==> config.mk <==
export PLATFORM = sky130hd
export DESIGN_NAME = wp_lookup_ctrl
export DESIGN_NICKNAME = d
export VERILOG_FILES = /design/src/rtl/wp_lookup_ctrl.sv
export SDC_FILE = /design/constraint.sdc
export NUM_CORES = 1
export LEC_CHECK = 0
export ABC_AREA = 1
export BUFFER_PORTS_ARGS = -buffer_cell sky130_fd_sc_hd__buf_4
export CAP_MARGIN = 5
export CORE_MARGIN = 2
export CORE_UTILIZATION = 50
export CTS_CLUSTER_DIAMETER = 120
export CTS_CLUSTER_SIZE = 14
export DETAILED_ROUTE_END_ITERATION = 16
export PLACE_DENSITY = 0.8
export SKIP_CTS_REPAIR_TIMING = 1
export SLEW_MARGIN = 20
export SYNTH_ARGS = -nofsm -noshare
export SYNTH_HDL_FRONTEND = slang
export SYNTH_SLANG_ARGS = --single-unit
==> constraint.sdc <==
create_clock -name clk -period 2.8 [get_ports clk]
set_clock_uncertainty 0.15 [all_clocks]
set_input_delay 0.28 -clock clk [delete_from_list [all_inputs] [get_ports clk]]
set_output_delay 0.28 -clock clk [all_outputs]
set_load 0.005 [all_outputs]
==> src/rtl/wp_lookup_ctrl.sv <==
// wp_lookup_ctrl: way-predicted tag lookup controller.
// Probes the predicted way first, then the remaining ways in ascending order,
// one single-way tag read per probe. A hit outside the predicted way trains
// the predictor. Optional statistics counters are enabled by defining
// WP_LOOKUP_STATS_EN.
//
// state | meaning
// IDLE  | waiting for a request (req_ready=1)
// PROBE | tag_rd_en for the current candidate way
// CHECK | compare returned tag/valid, choose next way or finish
// RESP  | hold response until resp_ready
module wp_lookup_ctrl #(
  parameter int NUM_SETS   = 64,
  parameter int NUM_WAYS   = 4,
  parameter int TAG_BITS   = 20,
  parameter int INDEX_BITS = $clog2(NUM_SETS),
  parameter int WAY_BITS   = (NUM_WAYS > 1) ? $clog2(NUM_WAYS) : 1
) (
  input  logic                  clk,
  input  logic                  rst,
  input  logic                  req_valid,
  output logic                  req_ready,
  input  logic [INDEX_BITS-1:0] req_index,
  input  logic [TAG_BITS-1:0]   req_tag,
  output logic [INDEX_BITS-1:0] wp_index,
  input  logic [WAY_BITS-1:0]   wp_pred_way,
  output logic                  wp_update_en,
  output logic [WAY_BITS-1:0]   wp_actual_way,
  output logic                  tag_rd_en,
  output logic [INDEX_BITS-1:0] tag_rd_index,
  output logic [WAY_BITS-1:0]   tag_rd_way,
  input  logic [TAG_BITS-1:0]   tag_rd_tag,
  input  logic                  tag_rd_vld,
  output logic                  resp_valid,
  input  logic                  resp_ready,
  output logic                  resp_hit,
  output logic [WAY_BITS-1:0]   resp_way,
  output logic                  resp_first
`ifdef WP_LOOKUP_STATS_EN
  ,
  output logic [31:0]           stat_first_hit,
  output logic [31:0]           stat_late_hit,
  output logic [31:0]           stat_miss
`endif
);

  typedef enum logic [1:0] {IDLE, PROBE, CHECK, RESP} state_t;

  state_t                state;
  logic [INDEX_BITS-1:0] idx_q;
  logic [TAG_BITS-1:0]   tag_q;
  logic [WAY_BITS-1:0]   cand_q;
  logic [NUM_WAYS-1:0]   tried_q;
  logic                  first_probe_q;
  logic                  cand_first_q;

  logic [WAY_BITS-1:0]   pred_sel;
  logic [WAY_BITS-1:0]   probe_way;
  logic [WAY_BITS-1:0]   next_way;
  logic                  next_found;
  logic                  hit;

  // With a single way the predictor is irrelevant; always probe way 0.
  assign pred_sel     = (NUM_WAYS == 1) ? '0 : wp_pred_way;
  // The predictor is sampled live on the first probe, then the stored candidate is used.
  assign probe_way    = first_probe_q ? pred_sel : cand_q;
  assign req_ready    = (state == IDLE);
  assign wp_index     = (state == IDLE) ? req_index : idx_q;
  assign tag_rd_en    = (state == PROBE);
  assign tag_rd_index = idx_q;
  assign tag_rd_way   = probe_way;
  assign hit          = tag_rd_vld && (tag_rd_tag == tag_q);

  // Lowest-numbered way not yet probed.
  always_comb begin
    next_way   = '0;
    next_found = 1'b0;
    for (int w = NUM_WAYS - 1; w >= 0; w--) begin
      if (!tried_q[w]) begin
        next_found = 1'b1;
        next_way   = WAY_BITS'(w);
      end
    end
  end

  // Lookup sequencer with registered response and predictor-update outputs.
  always_ff @(posedge clk) begin
    if (rst) begin
      state         <= IDLE;
      idx_q         <= '0;
      tag_q         <= '0;
      cand_q        <= '0;
      tried_q       <= '0;
      first_probe_q <= 1'b0;
      cand_first_q  <= 1'b0;
      resp_valid    <= 1'b0;
      resp_hit      <= 1'b0;
      resp_way      <= '0;
      resp_first    <= 1'b0;
      wp_update_en  <= 1'b0;
      wp_actual_way <= '0;
    end else begin
      wp_update_en <= 1'b0;
      case (state)
        IDLE: begin
          if (req_valid) begin
            idx_q         <= req_index;
            tag_q         <= req_tag;
            tried_q       <= '0;
            first_probe_q <= 1'b1;
            state         <= PROBE;
          end
        end
        PROBE: begin
          cand_q             <= probe_way;
          cand_first_q       <= first_probe_q;
          first_probe_q      <= 1'b0;
          tried_q[probe_way] <= 1'b1;
          state              <= CHECK;
        end
        CHECK: begin
          if (hit) begin
            resp_valid <= 1'b1;
            resp_hit   <= 1'b1;
            resp_way   <= cand_q;
            resp_first <= cand_first_q;
            if (!cand_first_q) begin
              wp_update_en  <= 1'b1;
              wp_actual_way <= cand_q;
            end
            state <= RESP;
          end else if (next_found) begin
            cand_q <= next_way;
            state  <= PROBE;
          end else begin
            resp_valid <= 1'b1;
            resp_hit   <= 1'b0;
            resp_way   <= '0;
            resp_first <= 1'b0;
            state      <= RESP;
          end
        end
        RESP: begin
          if (resp_ready) begin
            resp_valid <= 1'b0;
            state      <= IDLE;
          end
        end
        default: state <= IDLE;
      endcase
    end
  end

`ifdef WP_LOOKUP_STATS_EN
  // Saturating per-category counters, bumped on each response handshake.
  always_ff @(posedge clk) begin
    if (rst) begin
      stat_first_hit <= '0;
      stat_late_hit  <= '0;
      stat_miss      <= '0;
    end else if (resp_valid && resp_ready) begin
      if (resp_hit && resp_first) begin
        if (stat_first_hit != '1) stat_first_hit <= stat_first_hit + 32'd1;
      end else if (resp_hit) begin
        if (stat_late_hit != '1) stat_late_hit <= stat_late_hit + 32'd1;
      end else begin
        if (stat_miss != '1) stat_miss <= stat_miss + 32'd1;
      end
    end
  end
`endif

endmodule
; Word-level counts from Yosys, hierarchy flattened
; Index checks and enable logic that the tools add are counted.
[totals]
reg_bits = 44
in_bits = 53
word_cells = 77
[classes]
magnitude_cmp = 2
n_eq_ne = 10
mux = 34
bitwise = 4
n_reduce_logical = 14
[op_table]
columns = operator, count
row1 = 2-bit two-way mux, 13
row2 = 20-bit equality test, 1
row3 = 1-bit two-way mux, 13
row4 = 3-bit AND reduction, 3
row5 = 2-bit inequality test (second input constant), 4
row6 = 2-bit case mux with 4 select lines, 1
row7 = 4-bit case mux with 2 select lines, 1
row8 = 2-bit AND reduction, 4
row9 = 6-bit two-way mux, 1
row10 = 2-bit nonzero test, 3
row11 = 2-bit equality test (second input constant), 2
row12 = 4-bit two-way mux, 1
row13 = 4-bit bitwise OR, 1
row14 = 1-bit case mux with 2 select lines, 2
row15 = 2-bit case mux with 2 select lines, 1
row16 = 2-bit by 3-bit less-than comparator with 1-bit output (second input constant), 1
row17 = 3-bit inequality test (second input constant), 1
row18 = 1-bit inverter, 3
row19 = 3-bit OR reduction, 1
row20 = 1-bit demux with 2-bit select, 1
row21 = 2-bit by 1-bit equality test with 1-bit output (second input constant), 1
row22 = 2-bit by 1-bit >= comparator with 1-bit output (second input constant), 1
row23 = 1-bit logical AND, 2
row24 = 2-bit zero test, 1
row25 = 2-bit by 1-bit inequality test with 1-bit output (second input constant), 1

; Depth between registers and ports, before layout
[logic_depth]
ltp_word = 7
ltp_mapped = 13
ltp_nobuf = 13

; Least setup slack after synthesis
; OpenSTA, ideal clock, no wires.
[synth_path]
path_type = reg-to-reg
from = register state[0]
to = register cand_q[0]
setup_time_ps = 133
arrival_ps = 1402
required_ps = 2517
path_slack_ps = 1115
path_stages_with_launch = 14
period_less_slack_ps = 1685
cell_sequence = dfxtp_1 -> inv_1 -> ha_1 -> nand2_1 -> inv_1 -> nand2_1 -> nor2_1 -> nand2_1 -> nor2_4 -> nand3_4 -> nand3_2 -> inv_1 -> nand2_1 -> a21oi_2
[synth_via]
elab_chain_len = 3
word_cells_on_any_way = 7
classes_between = 4 x eq/ne / 1 x mux / 2 x reduce/logical
[synth_rtl]
columns = item, line_no
row1 = from (decl), 49  ; state_t state;
row2 = from (signal assigned), 89  ; state <= IDLE;
row3 = from (signal assigned), 111  ; state <= PROBE;
row4 = from (signal assigned), 119  ; state <= CHECK;
row5 = 2-bit equality test / 2-bit by 1-bit equality test with 1-bit output (equally long branches), 104  ; case (state)
row6 = 2-bit inequality test (no line) / 2-bit nonzero test (equally long branches), -
row7 = 3-bit AND reduction (no line), -
row8 = to (signal assigned), 115  ; cand_q <= probe_way;
row9 = to (signal assigned), 133  ; cand_q <= next_way;
row10 = to (decl), 52  ; logic [WAY_BITS-1:0] cand_q;
; Several ways; a longest one is shown, not always the timed one.
; A chain may end at the register's enable or synchronous reset.

; Worst setup path after layout
[layout_path]
from = register state[0]
to = register tried_q[1]
[layout_via]
elab_chain_len = 3
word_cells_on_any_way = 6
classes_between = 2 x eq/ne / 1 x mux / 3 x reduce/logical
[layout_rtl]
columns = item, line_no
row1 = 2-bit by 1-bit equality test with 1-bit output / 2-bit zero test (equally long branches), 104
row2 = 2-bit nonzero test (no line) / 2-bit inequality test (equally long branches), -
row3 = 2-bit AND reduction (no line), -
row4 = to (signal assigned), 93  ; tried_q <= '0;
row5 = to (signal assigned), 109  ; tried_q <= '0;
row6 = "to (signal, indexed assignment)", 118  ; tried_q[probe_way] <= 1'b1;
row7 = to (decl), 53  ; logic [NUM_WAYS-1:0] tried_q;
; Several ways; a longest one is shown, not always the timed one.

==> results.json <==
{
  "drive_gt1_share_pct": 25.74,
  "cts-buffers-inserted": 5,
  "timing.final.ws_setup_ns": 0.7189,
  "placed_cell_area_mm2": 0.002801,
  "rsz0062_at_grt": "false",
  "wl_per_cell_um": 11.29,
  "synth.avg_cell_area_um2": 6.681,
  "drc": 0,
  "p_comb_share_pct": 34.7,
  "setup.worst_path.class": "flop to flop",
  "ir_drop_uv": 436.5,
  "antenna_left": 0,
  "min_from": "req_tag[8]",
  "coreArea_mm2": 0.004294,
  "r2r-end": "tried_q[1]",
  "layout.nets": 460,
  "antenna_found_initial": 0,
  "switching_share_pct": 34.77,
  "grt_usage_pct": 21.85,
  "post-route-period-util_pct": 74.32,
  "synth_area_leaders": "dfxtp_1, nand2_1, inv_1",
  "dp_hpwl_um": 3958,
  "start_kind": "flop",
  "syn2layout_area_growth_pct": 32.47,
  "clock_latency_ns": 0.30,
  "vias": 2222,
  "die_w_um": 70.10,
  "io_pins": 77,
  "synth-seq-area-share_pct": 40.32,
  "layout_common_cells": "nand2_1, buf_4, inv_1",
  "setup_tns_ns": 0,
  "cp_slowest_cell": "dfxtp_1",
  "end_kind": "flop",
  "synth_area_leader_cell": "dfxtp_1",
  "hp-class": "input port to flop",
  "die-area_mm2": 0.004914,
  "grt_pass1_wl_um": 8549,
  "tightest_slew_ns": 0.7054,
  "p_sw_w": 0.0006464,
  "path_delay_family": "buffers and inverters",
  "whs_ns": 0.08313,
  "cts_tree": "done",
  "cp_common_cell": "inv_1",
  "num_antenna_cells": 0,
  "grt_max_degree": 36,
  "drt_iter0_drc": 119,
  "gp_congestion": 0.7759,
  "ff2ff_path_depth": 9,
  "max_freq_mhz": 480.5,
  "finalWirelength_um": 5146,
  "pwr-share-seq_pct": 43.0,
  "place_ws_ns": 0.7454,
  "cts_num_sinks": 44,
  "layout.cells.non_filler": 456,
  "critPathRequiredTime_ns": 2.84,
  "grt_remaining_overflow": 0,
  "viasPerCell": 4.873,
  "design_area_mm2": 0.002894,
  "ys_types": 26,
  "slew_headroom_pct": 52.92,
  "clk_pin_slew_worst_paths_ns": 0.08,
  "cts_root_buf": "clkbuf_8",
  "finalCriticalPeriod_ns": 2.081,
  "cp_cell_sequence": "inv_1 > ha_1 > buf_4 > nand2_1 > inv_1 > a21oi_1 > inv_1 > nand3_1 > a21oi_1",
  "internal_power_w": 0.001213,
  "cts_buffer_depth": 2,
  "status": "finished, final reports clean",
  "syn-num-nets": 384,
  "critical-path-max-stage-delay_ns": 0.40,
  "report.final.hold_viol_count": 0,
  "netlist_instances": 327,
  "ys_seq_elements": 44,
  "die_h_um": 70.10,
  "path_max_fanout": 15,
  "worstPathArrival_ns": 2.12,
  "r2r_start": "state[0]",
  "layout_commonest_cell": "nand2_1",
  "grt_pass1_vias": 1990,
  "setup_viol": 0,
  "maxCapViolations": 0,
  "syn_area_mm2": 0.002185,
  "dp_cells": 448,
  "h-tree-depth": 2,
  "numPortBuffers": 76,
  "maxSlewViolCount": 0,
  "num_rows": 24,
  "hold_depth": 3,
  "ys_warn_count": 0,
  "worst-path-buf-inv": 4,
  "power_density_mw_per_mm2": 642.4,
  "start_util_pct": 50.87,
  "reg2reg_setup_slack_ns": 0.72,
  "p_leak_nw": 1.439,
  "hold_end": "tag_q[8]",
  "drtPass1Iterations": 4,
  "clock_power_share_pct": 22.3,
  "synth_top_area_share_pct": 40.32
}
[tightest hold or removal path, cell delays in order]
cell and delay [ns]:
buf_4 0.07, o21ai_0 0.07, nor2_1 0.08
[power by group through the flow]
stage | Combinational, W | Clock [W] | Sequential [W]
floorplan | 0.000398 | 0 | 0.000800
global placement | 0.000631 | 0 | 0.000809
detailed placement | 0.000643 | 0 | 0.000813
CTS | 0.000648 | 0.000426 | 0.000799
global route | 0.000732 | 0.000447 | 0.000811
finish | 0.000644 | 0.000415 | 0.000800
[layer usage]
| metal | share of wire [%] | GRT usage [%] | vias up |
|---|---|---|---|
| met3 | 4.9 | 5.483 | 11 |
| met4 | 2.2 | 8.333 | 0 |
| met5 | 0 | 0 | - |
| met1 | 44 | 26.54 | 974 |
| li1 | - | - | 1176 |
| met2 | 49 | 37.14 | 61 |
[metrics by stage]
stage / utilization [%] / power (W)
4_1_cts: 67.40 / 0.001873
6_report: 67.40 / 0.001859
3_5_place_dp: 65.24 / 0.001457
2_1_floorplan: - / 0.001198
5_1_grt: 67.40 / 0.001991
3_3_place_gp: 65.24 / 0.001440
[state kept, by name, indices dropped and copies added (netlist names)]
register       flops
wp_update_en       1
resp_first         1
cand_q             2
tag_q             20
cand_first_q       1
first_probe_q      1
resp_valid         1
wp_actual_way      2
resp_way           2
state              2
tried_q            4
tag_rd_index       6
resp_hit           1
[cell families after synthesis]
logic type	synth area share [%]
flops	40.32
simple gates	25.83
buf+inv	11.86
fa+ha+maj	2.291
compound gates	19.30
xor+xnor	0.4010
[worst max-delay path by stage]
| stage | slack, ns | to | startpoint | cells past startpoint |
|---|---|---|---|---|
| floorplan | 1.11 | cand_q[0] | state[0] | 13 |
| global placement | 0.82 | tried_q[2] | state[0] | 9 |
| detailed placement | 0.75 | tried_q[1] | state[0] | 9 |
| CTS | 0.72 | tried_q[1] | state[0] | 9 |
| global route | 0.50 | tried_q[1] | state[0] | 9 |
| finish | 0.72 | tried_q[1] | state[0] | 9 |
[cell type report]
class                   count  area, um^2
multi-input cells         214        1045
fillers                   380        1400
flip-flops and latches     44       880.8
repair buffers             78       585.6
well taps                  52       65.06
clock buffers               6       82.58
clock inverters             2       10.01
inverters                  60       225.2
[cell usage after synthesis, drive strengths merged]
master	number
a21oi	35
or2	3
a211oi	2
dfxtp	44
nand2	84
a31oi	1
o22ai	1
ha	4
clkinv	1
o21ai	40
nand4	2
nor3	1
xnor2	1
o31ai	1
inv	59
nor2	27
clkbuf	9
nand3	12
(Power assumes the default switching activity.)
